==> src/rtl/redux_pkg.sv <==
// Shared Redux-V definitions: data-memory geometry and the copy-engine state encoding.
package redux_pkg;
  localparam int LARGURA_DADO = 8;
  localparam int LARGURA_END  = 8;

  typedef enum logic [1:0] {
    OCIOSO,
    LER,
    ESCREVER,
    FIM
  } estado_copia_t;
endpackage

==> src/rtl/copiador_memoria_if.sv <==
// Data-memory port bundle: the master drives address/write data/enable, and the slave returns read data in the same cycle.
interface copiador_memoria_if #(
  parameter int LARGURA_DADO = redux_pkg::LARGURA_DADO,
  parameter int LARGURA_END  = redux_pkg::LARGURA_END
);
  logic                    mem_writeEnable;
  logic [LARGURA_END-1:0]  mem_endereco;
  logic [LARGURA_DADO-1:0] mem_dadoEntrada;
  logic [LARGURA_DADO-1:0] mem_dadoSaida;

  modport master (
    output mem_writeEnable,
    output mem_endereco,
    output mem_dadoEntrada,
    input  mem_dadoSaida
  );

  modport slave (
    input  mem_writeEnable,
    input  mem_endereco,
    input  mem_dadoEntrada,
    output mem_dadoSaida
  );
endinterface

==> src/rtl/copiador_memoria.sv <==
// Ascending byte-copy engine mastering the data memory: each byte takes 2 cycles (LER then ESCREVER), and a one-cycle concluido pulse follows the last byte.
// start is only sampled in OCIOSO, so a request made while ocupado is dropped and is not queued.
module copiador_memoria
  import redux_pkg::*;
#(
  parameter int LARGURA_DADO = redux_pkg::LARGURA_DADO,
  parameter int LARGURA_END  = redux_pkg::LARGURA_END
) (
  input  logic                   clk,
  input  logic                   rst,
  input  logic                   start,
  input  logic [LARGURA_END-1:0] origem,
  input  logic [LARGURA_END-1:0] destino,
  input  logic [LARGURA_END-1:0] tamanho,
  output logic                   ocupado,
  output logic                   concluido,
  copiador_memoria_if.master     bus
);
  localparam logic [LARGURA_END-1:0] UM = {{(LARGURA_END-1){1'b0}}, 1'b1};

  estado_copia_t           estado;
  estado_copia_t           proximo;
  logic [LARGURA_END-1:0]  origem_r;
  logic [LARGURA_END-1:0]  destino_r;
  logic [LARGURA_END-1:0]  tamanho_r;
  logic [LARGURA_END-1:0]  i;
  logic [LARGURA_DADO-1:0] buffer;
  logic                    ultimo;

  assign ultimo = (i == (tamanho_r - UM));

  always_ff @(posedge clk or posedge rst) begin
    if (rst) estado <= OCIOSO;
    else     estado <= proximo;
  end

  // Moore decode: outputs depend only on the state and the captured registers, never on start.
  always_comb begin
    proximo             = estado;
    ocupado             = (estado != OCIOSO);
    concluido           = 1'b0;
    bus.mem_writeEnable = 1'b0;
    bus.mem_endereco    = '0;
    bus.mem_dadoEntrada = '0;
    case (estado)
      OCIOSO: begin
        if (start) proximo = (tamanho == '0) ? FIM : LER;
      end
      LER: begin
        bus.mem_endereco = origem_r + i;
        proximo          = ESCREVER;
      end
      ESCREVER: begin
        bus.mem_endereco    = destino_r + i;
        bus.mem_dadoEntrada = buffer;
        bus.mem_writeEnable = 1'b1;
        proximo             = ultimo ? FIM : LER;
      end
      FIM: begin
        concluido = 1'b1;
        proximo   = OCIOSO;
      end
      default: proximo = OCIOSO;
    endcase
  end

  always_ff @(posedge clk or posedge rst) begin
    if (rst) begin
      origem_r  <= '0;
      destino_r <= '0;
      tamanho_r <= '0;
      i         <= '0;
      buffer    <= '0;
    end else begin
      case (estado)
        OCIOSO: begin
          if (start) begin
            origem_r  <= origem;
            destino_r <= destino;
            tamanho_r <= tamanho;
            i         <= '0;
          end
        end
        LER:      buffer <= bus.mem_dadoSaida;
        ESCREVER: if (!ultimo) i <= i + UM;
        default: ;
      endcase
    end
  end
endmodule

==> src/flat_wrapper.sv <==
// flat-port wrapper written by rule: the top's interface ports become plain ports
module copiador_memoria_flat import redux_pkg::*;
#(
  parameter int LARGURA_DADO = redux_pkg::LARGURA_DADO,
  parameter int LARGURA_END  = redux_pkg::LARGURA_END
)
  (clk, rst, start, origem, destino, tamanho, ocupado, concluido, bus_mem_writeEnable, bus_mem_endereco, bus_mem_dadoEntrada, bus_mem_dadoSaida);
  copiador_memoria_if #(.LARGURA_DADO(LARGURA_DADO), .LARGURA_END(LARGURA_END)) bus_i ();
  input  logic clk;
  input  logic rst;
  input  logic start;
  input  logic [LARGURA_END-1:0] origem;
  input  logic [LARGURA_END-1:0] destino;
  input  logic [LARGURA_END-1:0] tamanho;
  output logic ocupado;
  output logic concluido;
  output wire logic [$bits(bus_i.mem_writeEnable)-1:0] bus_mem_writeEnable;
  output wire logic [$bits(bus_i.mem_endereco)-1:0] bus_mem_endereco;
  output wire logic [$bits(bus_i.mem_dadoEntrada)-1:0] bus_mem_dadoEntrada;
  input wire logic [$bits(bus_i.mem_dadoSaida)-1:0] bus_mem_dadoSaida;
  assign bus_mem_writeEnable = bus_i.mem_writeEnable;
  assign bus_mem_endereco = bus_i.mem_endereco;
  assign bus_mem_dadoEntrada = bus_i.mem_dadoEntrada;
  assign bus_i.mem_dadoSaida = bus_mem_dadoSaida;
  copiador_memoria #(.LARGURA_DADO(LARGURA_DADO), .LARGURA_END(LARGURA_END)) u_core (.clk(clk), .rst(rst), .start(start), .origem(origem), .destino(destino), .tamanho(tamanho), .ocupado(ocupado), .concluido(concluido), .bus(bus_i));
endmodule
==> config.mk <==
export PLATFORM = sky130hd
export DESIGN_NAME = copiador_memoria_flat
export DESIGN_NICKNAME = d
export VERILOG_FILES = /design/src/rtl/redux_pkg.sv /design/src/rtl/copiador_memoria_if.sv /design/src/rtl/copiador_memoria.sv /design/src/flat_wrapper.sv
export SDC_FILE = /design/constraint.sdc
export NUM_CORES = 1
export LEC_CHECK = 0
export CORE_UTILIZATION = 35
export CTS_BUF_LIST = sky130_fd_sc_hd__clkbuf_8 sky130_fd_sc_hd__clkbuf_16
export CTS_CLUSTER_DIAMETER = 80
export DETAILED_ROUTE_END_ITERATION = 6
export PLACE_DENSITY = 0.56
export RECOVER_POWER = 100
export SYNTH_ARGS = -nofsm -noshare
export SYNTH_HDL_FRONTEND = slang
export SYNTH_SLANG_ARGS = --single-unit
==> constraint.sdc <==
create_clock -name clk -period 3.8 [get_ports clk]
set_input_delay 0.76 -clock clk [delete_from_list [all_inputs] [get_ports clk]]
set_output_delay 0.76 -clock clk [all_outputs]
set_load 0.02 [all_outputs]
-- Yosys cells after proc, flatten, opt, wreduce, memory -nomap -nowiden
Index checks and enable logic that the tools add are counted.
- reductions and logical operators: 6
- equal/unequal tests: 6
- mux-type cells: 11
- add/sub/neg operators: 4
- operators by type and width (kind ; number):
    8-bit case mux with 2 select lines ; 2
    8-bit 2-to-1 mux ; 3
    8-bit adder ; 2
    8-bit by 1-bit adder with 8-bit output (second input constant) ; 1
    8-bit equality test ; 1
    8-bit logical NOT ; 1
    2-bit case mux with 4 select lines ; 1
    8-bit by 1-bit subtractor with 8-bit output (second input constant) ; 1
    2-bit 2-to-1 mux ; 3
    2-bit equality test (second input constant) ; 2
    2-bit inequality test (second input constant) ; 2
    2-bit nonzero test ; 2
    3-bit AND reduction ; 1
    2-bit by 1-bit equality test with 1-bit output (second input constant) ; 1
    2-bit logical NOT ; 1
    1-bit 2-to-1 mux ; 2
    2-bit AND reduction ; 1
- input port bits: 35
- output and inout port bits: 19
- flip-flop bits (word level): 42

-- Logic depth before layout (Yosys ltp)
Gate-level depths: netlist of run 1.
- depth after elaboration: 4
- depth in mapped cells: 14

-- Least setup slack after synthesis of run 1
Ideal clock, no wire load.
- kind: register -> output
- start: register u_core.estado[0]
- end: output port bus_mem_endereco[6]
- slack: -0.178 ns
- cell stages (with the launch flop): 15
- buffers on the path: 2
- arrival time: 3.218 ns
- required time: 3.040 ns
- cell sequence: dfrtp_1 inv_1 ha_1 clkbuf_1 buf_4 mux2_2 ha_1 inv_1 fa_1 nor2b_1 o21ai_0 a21boi_0 o21ai_0 a21boi_0 nor3_1
- cells in the longest elaborated chain, start to end: 2
- RTL lines (item ; line ; RTL):
    start, declared ; copiador_memoria.sv:21 ; estado_copia_t estado;
    start signal, assigned ; copiador_memoria.sv:34 ; else estado <= proximo;
    2-bit equality test or 2-bit by 1-bit equality test with 1-bit output (tied branches) ; copiador_memoria.sv:45 ; case (estado)
    8-bit case mux with 2 select lines (*) ; copiador_memoria.sv:45 ;
    end, declared ; flat_wrapper.sv:18 ; output wire logic [$bits(bus_i.mem_endereco)-1:0] bus_mem_endereco;
Every way passes the cells marked *; elsewhere a longest branch is shown, timed or not.

-- Final worst setup path of run 1
- start: register u_core.estado[0]
- end: output port bus_mem_endereco[3]
The elaborated chain is that of the path after synthesis.

==> results.md, run 1 <==
- Crit-path max FO: 4
- First-pass GRT wire length: 9540 um
- Largest net degree at the start of global routing: 43
- Main combinational cell family by area after synthesis: multiplexers
- Average cell area after synthesis: 10.8 um^2
- Setup_tns: 0 ns
- DRC viols: 0
- Delay of the slowest critical-path stage: 0.65 ns
- Mapped Cells: 241
- Vias: 1953
- Worst Path Required: 3.04 ns
- CTS H-tree depth: 2
- Cell Pwr Density: 724 mW/mm^2
- YS warnings: 0
- Critical Path End Type: output pin
- Area leader, netlist: dfrtp_1
- Remaining global-route overflow: 0
- RSZ-0062 raised after global routing: no
- Number of flops mapped to enable cells by yosys: 0
- Syn nets: 291
- Share of the synthesized area in the top cell type: 0.404
- Distinct cells, synth: 50
- Routed wire length: 5700 um
- Main synth FF type: dfrtp_1
- Rel. slew slack: -0.550
- Total die area: 0.00778 mm^2
- Clock root buffer: clkbuf_8
- WP data arrival: 2.85 ns
- Final Hold Vio Count: 0
- Peak Freq: 277 MHz
- Post-synth ARST share: 1.00
- Fillers: 717
- Hold buffers post-CTS: 0
- Io pins: 54
- Max Slew Vio Count: 43
- Max-Cap Viols: 1
- Final setup viols: 0
- Mux cell area share after synthesis: 0.178
- Core Box Area: roughly 0.0072 mm^2
- Power Total: 0.00242 W
- Iter 0 DRT Violations: slightly below 100
- CTS tree: yes
- Total area of sequential cells: 0.00105 mm^2
- GPL Wtd Cong: 0.872
- Port bufs: 53
- Placed insts: 390
- Final Cycle Share: 0.949
- Status: finished, violations left
- GRT Overall Usage: 0.162
- Drt wl/cell: around 14 um
- Synth top area cells: dfrtp_1 (40%), mux2_2 (17%), ha_1 (6.7%)
- CP Class: reg2out
- Die Width: 88.2 um
- Initial antenna violation count: 0
- Starting Density: 0.361
- Area Overhead vs Synth: 28.6%
- Sequential share of the synthesized area: 0.404
- Clock latency on the worst-skew pair: approximately 0.30 ns
- Vias in the first global route: around 2000
- DR pass1 iterations: 4
- Worst Setup Slack, final: between 0.15 and 0.2 ns
- Setup WS pre-CTS: 0.0700 ns
- Worst slew pin tran: 2.32 ns
- Startpoint types: flop
- Vias per inst: 4.91
- Multi-input gate area: 0.00146 mm^2
- Post-DRT Antenna Nets: 0
- Adder-Cell Fraction of Synth Area: 0.0750
- Final Skew: 0.00441 ns
- #FFs+latches synth: 42
- Ant. Diodes: 0
- Maximum root-to-sink buffer count: 2
- Most common cell after layout, fill and taps aside: dfrtp_1
- Layout cells sized above 1: 0.204
- Synth Area in Simple Gates: 0.148
- Setup Fix Bufs, Post-CTS: 0
- Hold Path Class: reg2reg
- Final min period: about 3.6 ns
- Crit path cell chain: inv_1 -> ha_4 -> mux2_2 -> ha_1 -> a21o_1 -> a21oi_2 -> xnor2_1 -> nor2_1 -> dlygate4sd3_1
- Cell Count, Final, Fillers Out: 398
- Synth Area in Compound Gates: 0.114
- Maximum vdd drop: around 0.4 mV
- Failing checks: capacitance limit, slew limit
- Leakage: 1.42 nW
- Detail Placement HPWL: 4140 um
- Post-Synthesis Cell Area: 0.00260 mm^2
- CTS sink count: 42
- Row count: 31
- CTS Buf Count: 5
- Most frequent cells in the layout: dfrtp_1 (42), mux2_2 (39), clkdlybuf4s50_1 (34), dlygate4sd3_1 (15), nand2_1 (14)
- Die height: 88.2 um
- CP max-delay cell: dlygate4sd3_1
- Final net count: 348
- XOR/XNOR share of the synthesized area: 0.0438
- Clock-pin transition on the worst setup and hold timing paths: 0.08 ns
==> layout make-up <==
type	instances	area share
tap	99	0.0370
clock inverter	3	0.0120
clock buffer	5	0.0206
sequential	42	0.314
multi-input combinational	176	0.435
timing repair buffer	60	0.167
inverter	13	0.0146
==> worst paths after layout <==
| kind | slack (ns) | endpoint | cells after the start | startpoint |
|---|---|---|---|---|
| setup / recovery | 0.19 | bus_mem_endereco[3] | 9 | u_core.estado[0]$_DFFE_PP0P_ |
| hold / removal | 0.51 | u_core.buffer[0]$_DFFE_PP0P_ | 1 | u_core.buffer[0]$_DFFE_PP0P_ |
| setup reg to reg | 0.48 | u_core.i[7]$_DFFE_PP0P_ | 8 | u_core.tamanho_r[0]$_DFFE_PP0P_ |
| hold reg to reg | 0.51 | u_core.buffer[0]$_DFFE_PP0P_ | 1 | u_core.buffer[0]$_DFFE_PP0P_ |
| max in group asynchronous | 0.73 | u_core.buffer[2]$_DFFE_PP0P_ | 3 | rst |
| min in group asynchronous | 1.75 | u_core.destino_r[1]$_DFFE_PP0P_ | 3 | rst |
==> stage by stage <==
step / hold slack, ns / instance area [um^2] / utilization
CTS: 0.509 / 3370 / 0.468
detailed placement: 0.488 / 3270 / 0.453
global placement: 0.482 / 3270 / 0.453
global route: 0.526 / 3350 / 0.464
floorplan: 0.472 / 2610 / -
finish: 0.505 / 3350 / 0.464
==> state kept, by name, indices dropped and copies added, names as in the netlist <==
| register | count |
|---|---|
| u_core.tamanho_r | 8 |
| u_core.origem_r | 8 |
| u_core.destino_r | 8 |
| u_core.i | 8 |
| u_core.buffer | 8 |
| u_core.estado | 2 |
==> cell usage after synthesis (2+ instances only) <==
cell type / count
and2_1: 10
ha_1: 14
a21boi_0: 3
xor2_1: 5
a221oi_1: 2
nor3_1: 7
nand3_1: 5
nand2b_1: 2
nor4_1: 2
mux2_2: 39
xnor2_1: 8
nand4b_1: 2
clkbuf_1: 6
nor2_1: 10
o211ai_1: 6
buf_4: 2
o21ai_0: 9
o21ai_1: 5
buf_2: 2
nor4bb_1: 2
dfrtp_1: 42
a21oi_1: 3
nand2_1: 14
inv_1: 13
and3_1: 2
nor2b_1: 2
==> logic make-up (layout without fill, tap and decap cells) <==
logic type | count (synthesis) | after routing
and+or+nand+nor | 68 | 68
DFF | 42 | 42
muxes | 41 | 41
AOI/OAI and AO/OA | 39 | 39
buffers and inverters | 23 | 81
adders and majority gates | 15 | 15
xor gates and xnor gates | 13 | 13
==> layer usage <==
metal / wire [um] / GRT usage / vias up
li1: - / - / 970
met1: 2770 / 0.213 / 945
met2: 2630 / 0.260 / 32
met3: 245 / 0.0485 / 6
met4: 61 / 0.0411 / 0
met5: 0 / 0 / -
==> what timing repair did <==
item | CTS | global route
cloned | 0 | 0
pin swaps | 0 | 1
resized for setup | 4 | 9
endpoints found under the setup margin | 4 | 4
==> critical path, delay by kind of cell, from the launching register on <==
family / cells / cell delay (ns)
muxes: 1 / 0.35
and+or+nand+nor: 1 / 0.05
buffers and inverters: 2 / 0.77
DFF: 1 / 0.40
AOI/OAI and AO/OA: 2 / 0.37
xor gates and xnor gates: 1 / 0.14
adders and majority gates: 2 / 0.46
==> power by group <==
group | total (W) | switching (W) | internal, W
clock network | 0.000354 | 0.000160 | 0.000193
logic | 0.00128 | 0.000635 | 0.000646
registers | 0.000789 | 0.000148 | 0.000640
Power figures use the tool's default switching activity.
==> inputs of run 2 (changes only) <==
==> constraint.sdc (replaced) <==
create_clock -name clk -period 4.6 [get_ports clk]
set_input_delay 0.92 -clock clk [delete_from_list [all_inputs] [get_ports clk]]
set_output_delay 0.92 -clock clk [all_outputs]
set_load 0.02 [all_outputs]
==> results.md, run 2 (synthesized netlist as in run 1, its figures left out) <==
- Final Cell Area: 0.00328 mm^2 (was 0.00335 mm^2)
- Startpoint types: flop (unchanged)
- Total die area: 0.00778 mm^2 (unchanged)
- Routed wire length: 5610 um (was 5700 um)
- Crit-path max FO: 6 (was 4)
- Final Cycle Share: 0.933
- Port bufs: 53 (unchanged)
- Max Slew Vio Count: 0 (was 43)
- Area Overhead vs Synth: 26.0% (was 28.6%)
- Hold buffers post-CTS: 0 (unchanged)
- GRT Overall Usage: 0.165 (was 0.162)
- CP Class: reg2out (unchanged)
- Fillers: 735 (was 717)
- WP data arrival: 3.37 ns (was 2.85 ns)
- Initial antenna violation count: 0 (unchanged)
- Max-Cap Viols: 0 (was 1)
- Vias per inst: 4.99 (was 4.91)
- Delay of the slowest critical-path stage: 0.67 ns (was 0.65 ns)
- Family with the most delay on the worst path: buffers and inverters (unchanged)
- Worst slew pin tran: 1.39 ns (was 2.32 ns)
- First-pass GRT wire length: 9740 um (was 9540 um)
- Critical Path End Type: output pin (unchanged)
- Layout cells sized above 1: 0.176 (was 0.204)
- Most common cell after layout, fill and taps aside: dfrtp_1 (unchanged)
- Post-cts sizing count: 0 (was 4)
- Iter 0 DRT Violations: 134 (was 98)
- Leakage: 1.38 nW (was 1.42 nW)
- Crit path cell chain: inv_1 -> ha_2 -> mux2_2 -> ha_1 -> a21o_1 -> a21oi_1 -> o211ai_1 -> a31oi_1 -> xnor2_1 -> nor2_1 -> dlygate4sd3_1 (was inv_1 -> ha_4 -> mux2_2 -> ha_1 -> a21o_1 -> a21oi_2 -> xnor2_1 -> nor2_1 -> dlygate4sd3_1)
- Cell Pwr Density: 587 mW/mm^2 (was 724 mW/mm^2)
- Io pins: 54 (unchanged)
- Hold Path Class: reg2reg (unchanged)
- Power Total: 0.00192 W (was 0.00242 W)
- Drt wl/cell: 14.2 um (was 14.3 um)
- WP buf/inv: 2 (unchanged)
- Setup WS pre-CTS: 0.500 ns (was 0.0700 ns)
- Min Hold Slack: 0.505 ns (about the same)
- RSZ-0062 raised after global routing: no (unchanged)
- Detail Placement HPWL: 4200 um (was 4140 um)
- Total area of sequential cells: 0.00105 mm^2 (unchanged)
- R2r startpoint: u_core.estado[0]$_DFFE_PP0P_ (was u_core.tamanho_r[0]$_DFFE_PP0P_)
- Die height: 88.2 um (unchanged)
- Worst Setup SP: u_core.estado[0]$_DFFE_PP0P_ (unchanged)
- CP max-delay cell: dlygate4sd3_1 (unchanged)
- Die Width: 88.2 um (unchanged)
- CTS tree: yes (unchanged)
- Clock-pin transition on the worst setup and hold timing paths: 0.08 ns (about the same)
- DRC viols: 0 (unchanged)
- Clock root buffer: clkbuf_8 (unchanged)
- Final setup viols: 0 (unchanged)
- Setup Fix Bufs, Post-CTS: 0 (unchanged)
- Ant. Diodes: 0 (unchanged)
- Vias in the first global route: 2004 (was 1964)
- CTS H-tree depth: 2 (unchanged)
- Vias: 1973 (was 1953)
- CTS Buf Count: 5 (unchanged)
- CTS sink count: 42 (unchanged)
- Clock latency on the worst-skew pair: 0.29 ns (was 0.30 ns)
- DR pass1 iterations: 4 (unchanged)
- Post-DRT Antenna Nets: 0 (unchanged)
- Core Box Area: 0.00721 mm^2 (unchanged)
- Row count: 31 (unchanged)
- Maximum root-to-sink buffer count: 2 (unchanged)
- Rel. slew slack: 0.0710 (was -0.550)
- Final net count: 345 (was 348)
- GPL Wtd Cong: 0.830 (was 0.872)
- DP Area: 0.00324 mm^2 (was 0.00327 mm^2)
- Final min period: 4.29 ns
- Worst Path Required: 3.68 ns (was 3.04 ns)
- Maximum vdd drop: 0.223 mV (was 0.400 mV)
- Remaining global-route overflow: 0 (unchanged)
- Most frequent cells in the layout: dfrtp_1 (42), mux2_2 (39), clkdlybuf4s50_1 (35), dlygate4sd3_1 (17) (was dfrtp_1 (42), mux2_2 (39), clkdlybuf4s50_1 (34), dlygate4sd3_1 (15), nand2_1 (14))
- Final Hold Vio Count: 0 (unchanged)
- Min-delay src: u_core.buffer[7]$_DFFE_PP0P_ (was u_core.buffer[0]$_DFFE_PP0P_)
- Peak Freq: 233 MHz
- Status: finished, final reports clean (was finished, violations left)
- R2R Setup Slk: 0.71 ns (was 0.48 ns)
- Starting Density: 0.361 (unchanged)
- Multi-input gate area: 0.00143 mm^2 (was 0.00146 mm^2)
- Setup_tns: 0 ns (unchanged)
- Largest net degree at the start of global routing: 27 (was 43)
- Worst Setup Slack, final: 0.306 ns (was 0.192 ns)
- Final Skew: 0.00270 ns (was 0.00441 ns)
==> run 2: worst register-to-register path, delay by kind of cell, from the launching register on <==
family | cells | cell delay [ns]
AOI/OAI and AO/OA | 2 | 1.23
adders and majority gates | 1 | 0.29
buffers and inverters | 3 | 1.13
DFF | 1 | 0.40
muxes | 1 | 0.36
and+or+nand+nor | 1 | 0.37
==> run 2: final cells by class <==
| class | instances | share of cell area |
|---|---|---|
| clock buffer | 6 | 0.0252 |
| inverter | 13 | 0.0149 |
| sequential | 42 | 0.320 |
| timing repair buffer | 57 | 0.164 |
| tap | 99 | 0.0378 |
| multi-input combinational | 176 | 0.435 |
| clock inverter | 2 | 0.00267 |
==> run 2: final timing paths <==
path | endpoint | cells past startpoint
worst min register to register | u_core.buffer[7]$_DFFE_PP0P_ | 1
min in group asynchronous | u_core.buffer[7]$_DFFE_PP0P_ | 2
worst max register to register | u_core.i[7]$_DFFE_PP0P_ | 8
worst max-delay path | bus_mem_endereco[7] | 11
worst min-delay path | u_core.buffer[7]$_DFFE_PP0P_ | 1
max in group asynchronous | u_core.i[0]$_DFFE_PP0P_ | 3
==> run 2: through the flow <==
stage | utilization | cells
2_1_floorplan | - | 241
3_3_place_gp | 0.449 | 387
3_5_place_dp | 0.449 | 387
4_1_cts | 0.462 | 395
5_1_grt | 0.455 | 395
6_report | 0.455 | 395
==> run 2: where the power goes <==
part | internal, W | total, W | switching (W)
clock network | 0.000119 | 0.000246 | 0.000127
logic | 0.000520 | 0.00102 | 0.000503
registers | 0.000529 | 0.000654 | 0.000126
==> run 2: layer usage <==
metal  GRT usage  routed length [um]  vias to the layer above
met2       0.258                2660                       32
met5           0                   0                        -
met1       0.229                2670                      966
met3      0.0373                 227                        5
met4      0.0484                  52                        0
li1            -                   -                      970
==> inputs of run 3 (changes only) <==
--- a/config.mk
+++ b/config.mk
@@ -5,11 +5,13 @@
 export SDC_FILE = /design/constraint.sdc
 export NUM_CORES = 1
 export LEC_CHECK = 0
+export CELL_PAD_IN_SITES_DETAIL_PLACEMENT = 1
+export CELL_PAD_IN_SITES_GLOBAL_PLACEMENT = 2
 export CORE_UTILIZATION = 35
 export CTS_BUF_LIST = sky130_fd_sc_hd__clkbuf_8 sky130_fd_sc_hd__clkbuf_16
 export CTS_CLUSTER_DIAMETER = 80
 export DETAILED_ROUTE_END_ITERATION = 6
-export PLACE_DENSITY = 0.56
+export PLACE_DENSITY = 0.83
 export RECOVER_POWER = 100
 export SYNTH_ARGS = -nofsm -noshare
 export SYNTH_HDL_FRONTEND = slang
==> results.md, run 3 (synthesized netlist as in run 1, its figures left out) <==
- Status: finished, final reports clean (unchanged)
- Max Slew Vio Count: 0 (unchanged)
- Remaining global-route overflow: 0 (unchanged)
- GPL Wtd Cong: 0.723 (was 0.830)
- Crit-path max FO: 8 (was 6)
- R2r startpoint: u_core.tamanho_r[0]$_DFFE_PP0P_ (was u_core.estado[0]$_DFFE_PP0P_)
- Worst Setup SP: u_core.estado[0]$_DFFE_PP0P_ (unchanged)
- Detail Placement HPWL: 4780 um (was 4200 um)
- Critical Path End Type: output pin (unchanged)
- Final Skew: 0.00231 ns (was 0.00270 ns)
- Rel. slew slack: 0.104 (was 0.0710)
- Routed wire length: 6270 um (was 5610 um)
- Io pins: 54 (unchanged)
- Cell Pwr Density: 602 mW/mm^2 (was 587 mW/mm^2)
- Initial antenna violation count: 0 (unchanged)
- DRC viols: 0 (unchanged)
- Vias: 2015 (was 1973)
- CTS H-tree depth: 2 (unchanged)
- Power Total: 0.00198 W (was 0.00192 W)
- Die height: 88.2 um (unchanged)
- Row count: 31 (unchanged)
- Startpoint types: flop (unchanged)
- Maximum vdd drop: 0.221 mV (was 0.223 mV)
- Layout cells sized above 1: 0.186 (was 0.176)
- Worst Path Required: 3.68 ns (about the same)
- Hold Path Class: reg2reg (unchanged)
- Most common cell after layout, fill and taps aside: dfrtp_1 (unchanged)
- Min-delay src: u_core.buffer[0]$_DFFE_PP0P_ (was u_core.buffer[7]$_DFFE_PP0P_)
- RSZ-0062 raised after global routing: no (unchanged)
- Worst slew pin tran: 1.34 ns (was 1.39 ns)
- Max-Cap Viols: 0 (unchanged)
- Fillers: 811 (was 735)
- Clock-pin transition on the worst setup and hold timing paths: 0.08 ns (about the same)
- CP Class: reg2out (unchanged)
- Core Box Area: 0.00721 mm^2 (unchanged)
- Final Cycle Share: 0.933 (about the same)
- Most frequent cells in the layout: dfrtp_1 (42), mux2_2 (40), clkdlybuf4s50_1 (36), dlygate4sd3_1 (16), nand2_1 (14) (was dfrtp_1 (42), mux2_2 (39), clkdlybuf4s50_1 (35), dlygate4sd3_1 (17))
- Vias in the first global route: 2164 (was 2004)
- First-pass GRT wire length: 10500 um (was 9740 um)
- Clock latency on the worst-skew pair: 0.29 ns (about the same)
- Leakage: 1.37 nW (was 1.38 nW)
- Drt wl/cell: 15.9 um (was 14.2 um)
- Final setup viols: 0 (unchanged)
- Setup Fix Bufs, Post-CTS: 0 (unchanged)
- Iter 0 DRT Violations: 76 (was 134)
- Post-DRT Antenna Nets: 0 (unchanged)
- CTS tree: yes (unchanged)
- CTS sink count: 42 (unchanged)
- CTS Buf Count: 5 (unchanged)
- Area Overhead vs Synth: 26.2% (was 26.0%)
- Maximum root-to-sink buffer count: 2 (unchanged)
- Vias per inst: 5.11 (was 4.99)
- Final net count: 344 (was 345)
- Ant. Diodes: 0 (unchanged)
- Final Hold Vio Count: 0 (unchanged)
- Final min period: 4.29 ns (about the same)
- Clock root buffer: clkbuf_8 (unchanged)
- Hold buffers post-CTS: 0 (unchanged)
- GRT Overall Usage: 0.178 (was 0.165)
- Die Width: 88.2 um (unchanged)
- WP data arrival: 3.37 ns (about the same)
- Largest net degree at the start of global routing: 28 (was 27)
- Peak Freq: 233 MHz (about the same)
- Port bufs: 53 (unchanged)
- Setup_tns: 0 ns (unchanged)
- Total die area: 0.00778 mm^2 (unchanged)
- DR pass1 iterations: 4 (unchanged)
- Starting Density: 0.361 (unchanged)
run 3: changes by cell type in the layout (fill, tap and decap cells not counted), moves of 2 or more:
cell,before,now
and2_0,3,0
and2_1,7,10
clkbuf_1,5,3
o21ai_0,10,12
o21ai_1,4,2
run 3: worst max-delay path, cell delays in order, from the launching register on:
cell             delay (ns)
dfrtp_1                0.40
inv_1                  0.13
ha_2                   0.31
mux2_2                 0.37
ha_1                   0.28
a21o_1                 0.18
a21oi_1                0.28
o211ai_1               0.12
a31oi_1                0.21
xnor2_1                0.09
nor2_1                 0.08
clkdlybuf4s50_1        0.60
run 3: worst paths after layout:
kind / endpoint / slack (ns) / depth (start not counted)
max: bus_mem_endereco[7] / 0.31 / 11
min: u_core.buffer[0]$_DFFE_PP0P_ / 0.51 / 1
max reg2reg: u_core.i[7]$_DFFE_PP0P_ / 1.33 / 8
min reg2reg: u_core.buffer[0]$_DFFE_PP0P_ / 0.51 / 1
max in group asynchronous: u_core.tamanho_r[6]$_DFFE_PP0P_ / 1.89 / 3
min in group asynchronous: u_core.destino_r[1]$_DFFE_PP0P_ / 1.33 / 2
run 3: area by class of cell:
class / count / area [um^2] / share of cell area
Timing Repair Buffer: 56 / 539 / 0.164
Tap cell: 99 / 124 / 0.0377
Clock inverter: 2 / 12.5 / 0.00381
Inverter: 13 / 48.8 / 0.0149
Multi-Input combinational cell: 176 / 1430 / 0.434
Clock buffer: 6 / 82.6 / 0.0251
Sequential cell: 42 / 1050 / 0.320
run 3: per-layer routing:
layer	track usage	wire, um	vias up	part of all wire
met1	0.236	2950	1008	0.47
li1	-	-	965	-
met5	0	0	-	0
met4	0.0499	76	0	0.012
met2	0.291	2990	36	0.48
met3	0.0410	249	6	0.040
run 3: repair_timing:
action                     4_1_cts  5_1_grt
gates resized for setup          1        1
setup endpoints to repair        1        1
hold endpoints to repair         0        0
gates cloned                     0        0
run 3: where the power goes:
group | internal, W | switching (W)
clock | 0.000121 | 0.000133
sequential | 0.000529 | 0.000131
combinational | 0.000529 | 0.000534
total | 0.00118 | 0.000798
run 3: through the flow:
stage,instance area (um^2),hold slack [ns],utilization,setup WS [ns],cells
floorplan,2600,0.472,-,0.462,241
global placement,3230,0.482,0.448,0.492,386
detailed placement,3230,0.490,0.448,0.340,386
CTS,3330,0.509,0.461,0.0738,394
global route,3280,0.529,0.455,0.0956,394
finish,3280,0.505,0.455,0.309,394
